===== config.mk =====
export PLATFORM = sky130hd
export DESIGN_NAME = vscale_imm_encoder
export DESIGN_NICKNAME = d
export VERILOG_FILES = /design/src/rtl/vscale_imm_encoder.sv
export SDC_FILE = /design/constraint.sdc
export NUM_CORES = 1
export LEC_CHECK = 0
export ABC_AREA = 1
export CORE_MARGIN = 1.5
export CORE_UTILIZATION = 45
export CTS_BUF_LIST = sky130_fd_sc_hd__clkbuf_8
export DETAILED_ROUTE_END_ITERATION = 8
export PLACE_DENSITY = 0.77
export SKIP_LAST_GASP = 1
export SLEW_MARGIN = 20
export SYNTH_ARGS = -nofsm -noshare
export SYNTH_HDL_FRONTEND = slang
export SYNTH_SLANG_ARGS = --single-unit

===== constraint.sdc =====
create_clock -name clk -period 2.72 [get_ports clk]
set_input_delay 0.544 -clock clk [delete_from_list [all_inputs] [get_ports clk]]
set_output_delay 0.544 -clock clk [all_outputs]
set_load 0.01 [all_outputs]

===== src/rtl/vscale_imm_encoder.sv =====
// Immediate encoder: packs an immediate into an RV32 instruction template, or
// expands a load-immediate into ADDI / LUI / LUI+ADDI words with valid/ready handshakes.
`timescale 1ns/1ps

module vscale_imm_encoder #(
    parameter int unsigned XPR_LEN        = 32,
    parameter int unsigned IMM_TYPE_WIDTH = 2
) (
    input  logic                      clk,
    input  logic                      reset_n,
    input  logic                      in_valid,
    output logic                      in_ready,
    input  logic                      li,
    input  logic [IMM_TYPE_WIDTH-1:0] imm_type,
    input  logic [XPR_LEN-1:0]        base_inst,
    input  logic [XPR_LEN-1:0]        imm,
    output logic                      out_valid,
    input  logic                      out_ready,
    output logic [XPR_LEN-1:0]        out_inst,
    output logic                      out_err,
    output logic                      out_last
);

    localparam logic [IMM_TYPE_WIDTH-1:0] IMM_I = IMM_TYPE_WIDTH'(0);
    localparam logic [IMM_TYPE_WIDTH-1:0] IMM_S = IMM_TYPE_WIDTH'(1);
    localparam logic [IMM_TYPE_WIDTH-1:0] IMM_U = IMM_TYPE_WIDTH'(2);
    localparam logic [IMM_TYPE_WIDTH-1:0] IMM_J = IMM_TYPE_WIDTH'(3);

    localparam logic [6:0] OPC_OP_IMM = 7'h13;
    localparam logic [6:0] OPC_LUI    = 7'h37;

    typedef enum logic [1:0] {
        EMPTY = 2'd0,
        LAST  = 2'd1,
        FIRST = 2'd2
    } state_t;

    state_t             state_q, state_d;
    logic [XPR_LEN-1:0] inst_d;
    logic               err_d;
    logic               last_d;
    logic [11:0]        pend_imm_q, pend_imm_d;
    logic [4:0]         pend_rd_q, pend_rd_d;

    logic [XPR_LEN-1:0] field_inst;
    logic               field_err;
    logic               fits_12;
    logic               accept;
    logic [4:0]         rd;
    logic [19:0]        lui_hi;
    logic [XPR_LEN-1:0] li_addi_x0;
    logic [XPR_LEN-1:0] li_lui;
    logic [XPR_LEN-1:0] pend_addi;
    logic               li_two_word;

    assign rd      = base_inst[11:7];
    assign fits_12 = (&imm[31:11]) | ~(|imm[31:11]);

    // Rounding the upper part by imm[11] compensates for ADDI sign-extending its low 12 bits.
    assign lui_hi      = imm[31:12] + 20'(imm[11]);
    assign li_lui      = {lui_hi, rd, OPC_LUI};
    assign li_addi_x0  = {imm[11:0], 5'd0, 3'b000, rd, OPC_OP_IMM};
    assign li_two_word = ~fits_12 & (|imm[11:0]);
    assign pend_addi   = {pend_imm_q, pend_rd_q, 3'b000, pend_rd_q, OPC_OP_IMM};

    assign out_valid = (state_q != EMPTY);
    assign in_ready  = reset_n & ((state_q == EMPTY) | ((state_q == LAST) & out_ready));
    assign accept    = in_valid & in_ready;

    // Field-mode encode: overwrite only the immediate bits of the template.
    always_comb begin
        field_inst = base_inst;
        field_err  = ~fits_12;
        case (imm_type)
            IMM_S: begin
                field_inst[31:25] = imm[11:5];
                field_inst[11:7]  = imm[4:0];
            end
            IMM_U: begin
                field_inst[31:12] = imm[31:12];
                field_err         = |imm[11:0];
            end
            IMM_J: begin
                field_inst[31]    = imm[20];
                field_inst[30:21] = imm[10:1];
                field_inst[20]    = imm[11];
                field_inst[19:12] = imm[19:12];
                field_err         = imm[0] | ~((&imm[31:20]) | ~(|imm[31:20]));
            end
            default: begin
                field_inst[31:20] = imm[11:0];
            end
        endcase
    end

    // Next-state and next-output logic.
    always_comb begin
        state_d    = state_q;
        inst_d     = out_inst;
        err_d      = out_err;
        last_d     = out_last;
        pend_imm_d = pend_imm_q;
        pend_rd_d  = pend_rd_q;

        case (state_q)
            FIRST: begin
                if (out_ready) begin
                    inst_d  = pend_addi;
                    err_d   = 1'b0;
                    last_d  = 1'b1;
                    state_d = LAST;
                end
            end
            LAST: begin
                if (out_ready) begin
                    state_d = EMPTY;
                end
            end
            default: begin
            end
        endcase

        if (accept) begin
            if (li) begin
                err_d = 1'b0;
                if (li_two_word) begin
                    inst_d     = li_lui;
                    last_d     = 1'b0;
                    pend_imm_d = imm[11:0];
                    pend_rd_d  = rd;
                    state_d    = FIRST;
                end else begin
                    inst_d  = fits_12 ? li_addi_x0 : li_lui;
                    last_d  = 1'b1;
                    state_d = LAST;
                end
            end else begin
                inst_d  = field_inst;
                err_d   = field_err;
                last_d  = 1'b1;
                state_d = LAST;
            end
        end
    end

    always_ff @(posedge clk or negedge reset_n) begin
        if (!reset_n) begin
            state_q    <= EMPTY;
            out_inst   <= '0;
            out_err    <= 1'b0;
            out_last   <= 1'b0;
            pend_imm_q <= '0;
            pend_rd_q  <= '0;
        end else begin
            state_q    <= state_d;
            out_inst   <= inst_d;
            out_err    <= err_d;
            out_last   <= last_d;
            pend_imm_q <= pend_imm_d;
            pend_rd_q  <= pend_rd_d;
        end
    end

endmodule


==> key figures <==
Yosys
  – Post-synthesis simple-gate area fraction: 32.9%
  – Top-count cell post-synth: nand2_1
  – Register area share after synthesis: 36.9%
  – Post-synth ARST share: 100%
  – Syn Nets: ~600
  – Largest cells by area after synthesis: dfrtp_1 (37%), nand2_1 (16%), nand3_1 (5.2%)
  – Area share of the largest cell type after synthesis: 36.9%
  – Synthesized area: about 3600 sq um
  – Yosys top cell by area: dfrtp_1
  – EDFF count, synth: 0
  – Xor and xnor area share after synthesis: under 10%
  – Post-Synth Adder-Cell Area: under 10%
  – Main combinational cell family by area after synthesis: simple AND/OR/NAND/NOR gates
  – Post-synthesis compound-gate area fraction: 18.0%
  – Yosys reg bits: 53
  – Mapped Cells: approximately 500
  – Library cells used by synthesis: 40
  – Synth top cells by count: nand2_1 (153), dfrtp_1 (53), nor2_1 (46)
  – Ys flop type: dfrtp_1
  – Multiplexer area fraction after synthesis: less than 1%
  – YS warnings: 0
  – Syn_area_per_cell: 7.04 sq um

Finish
  – # diodes: 0
  – NumNets Final: approximately 700
  – Share of layout cells above drive strength 1: between 10% and 20%
  – Area delta synth->final: 36.6%
  – Post-Route Utilization: 63.5%
  – Fill count: 719

Die
  – Std-Cell Rows: 32
  – Initial Util: 46.5%
  – Core Area: 7730 sq um
  – Die area: roughly 8500 sq um
  – Die width: slightly above 90 microns
  – Chip Height: 92.3 microns
  – Top-Level Pins: 107

STA
  – Hold slack: 439 ps
  – Peak Freq: 405 MHz
  – Relative slew slack: a little under half
  – Final setup skew: 13.1 ps
  – Final Hold Fails: 0
  – Final period utilization: 90.8%
  – # setup viols final: 0
  – Slew @ Worst Pin: 807 ps
  – RSZ-0062 raised after global routing: no
  – Max Slew Vio Count: 0
  – Setup slack after layout: between 200 and 250 ps
  – Minimum clock period: 2470 ps

Setup path
  – Crit-path most repeated cell: nand2_1
  – WP buf/inv: 2
  – Top delay family on crit path: simple AND/OR/NAND/NOR gates
  – Critical path type: input pin to flip-flop
  – CP max stage cell: nor2_1
  – Critical path arrival: 2720 ps
  – CP cell instances: clkdlybuf4s50_1 -> ha_1 -> inv_1 -> nor2_2 -> nand2_4 -> nor2_8 -> nand3_2 -> nand2_4 -> nor2_1 -> nand2_1 -> nand3_1 -> nand2_1 -> nand2_1
  – Nature of the critical path startpoint: input pin
  – Worst Path Required: 2970 ps
  – CP Max Fanout: 12
  – Max incr delay on CP: 610 ps
  – CP endpoint kind: flip-flop

Place
  – Gpl congestion: 0.987
  – IO buf count: 99
  – HPWL Detailed: about 9.0 mm
  – DP Worst Slack: -44.5 ps

Clocking
  – Hold_buf cts: 0
  – Clock root buffer: clkbuf_8
  – Post-CTS Setup Bufs: 0
  – Number of buffers created by CTS: 5
  – CTS Buffer Depth: 2
  – # H-tree levels: 2
  – CTS Sinks: 53
  – Worst-path clk slew: 100 ps
  – Worst-Skew Late Latency: 320 ps
  – Post_cts resized: 0
  – TritonCTS clock tree: built

Routing
  – 1st-iter DRT viols: 317
  – DR vias/cell: around 5.3
  – Via count: 3877
  – Antenna viol nets, final: 0
  – Routed wire length: about 11 mm
  – Per-cell routed wire length: approximately 16 microns
  – DRC viols: 0
  – First-pass DRT Iterations: 7

Global routing
  – Aggregate global-route resource usage: 27.8%
  – Grt ovf: 0
  – First-pass GRT wire length: 18.4 mm
  – Vias in the first global route: around 3800
  – Largest net degree at the start of global routing: 54
  – Initial antenna violation count: 0

Run
  – Max Cap Viol: 0

Worst hold path
  – Tightest Hold Check Type: input pin to async pin

Power and ir drop
  – Leakage: 2.27 nW
  – PD cells: between 700 and 800 nW/um^2
  – Peak supply drop: 0.472 mV

Outcome
  – Status: finished clean
worst paths after layout:
check / startpoint / endpoint / slack [ps] / cells after the start
worst min-delay path: reset_n / out_inst[30]$_DFFE_PN0P_ / 440 / 2
min in group clk: out_inst[27]$_DFFE_PN0P_ / out_inst[27]$_DFFE_PN0P_ / 490 / 2
worst max-delay path: imm[11] / out_inst[22]$_DFFE_PN0P_ / 250 / 13
worst max register to register: state_q[1]$_DFFE_PN0P_ / out_inst[19]$_DFFE_PN0P_ / 970 / 11
max in group asynchronous: reset_n / pend_imm_q[2]$_DFFE_PN0P_ / 1810 / 2
worst min register to register: out_inst[27]$_DFFE_PN0P_ / out_inst[27]$_DFFE_PN0P_ / 490 / 2
kinds of logic after synthesis:
group,count (synthesis)
muxes,1
buffers and inverters,66
DFF,53
adders and majority gates,3
xor gates and xnor gates,12
AOI/OAI and AO/OA,107
and+or+nand+nor,268
where the power goes:
| part | internal [mW] | total [mW] | switching, mW |
|---|---|---|---|
| Sequential | 1.16 | 1.39 | 0.227 |
| Combinational | 0.896 | 1.73 | 0.838 |
| Clock | 0.184 | 0.469 | 0.286 |
| Total | 2.24 | 3.59 | 1.35 |
metal layers:
| metal | global-route usage (%) | up-vias | wire (microns) |
|---|---|---|---|
| met2 | 47.1 | 162 | 5400 |
| met5 | 0 | - | 0 |
| met4 | 6.03 | 0 | 131 |
| li1 | - | 1889 | - |
| met1 | 37.3 | 1813 | 5040 |
| met3 | 4.35 | 13 | 795 |
flip-flops by register name (all words and copies together), names as in the netlist:
| name | cells |
|---|---|
| pend_rd_q | 5 |
| out_inst | 32 |
| out_last | 1 |
| out_err | 1 |
| state_q | 2 |
| pend_imm_q | 12 |
final cells by class:
cell class	instances	area [sq um]	area share, %
clock buffers	5	68.8	1.40
flip-flops and latches	53	1330	27.0
inverters	47	176	3.60
multi-input cells	391	1980	40.4
repair buffers	126	1200	24.5
well taps	102	128	2.60
clock inverters	3	21.3	0.434
cells in the final DEF, fill, tap and decap left out, types with 4 or more instances in the layout:
cell	Yosys	routed
inv_2	4	4
o21ai_0	31	31
nand2_2	12	12
buf_4	1	26
o21ai_1	7	7
a31oi_1	4	4
nor2_1	46	46
xor2_1	10	10
nand2_1	153	153
clkdlybuf4s50_1	0	98
o21a_1	11	11
o21ai_2	11	11
dfrtp_1	53	53
nand4_1	5	5
nand3_1	37	37
a21oi_1	29	29
inv_1	43	43
clkbuf_8	0	5
metrics by stage:
step	setup TNS, ps	power (mW)	area [sq um]	instances
final	0	3.59	4900	727
after CTS	0	3.61	4900	727
after global placement	-153	3.08	4810	719
after detailed placement	-111	3.13	4810	719
after floorplan	0	2.25	3590	510
after global routing	0	3.85	4900	727
Note: power is estimated with default switching activity, not from simulation.
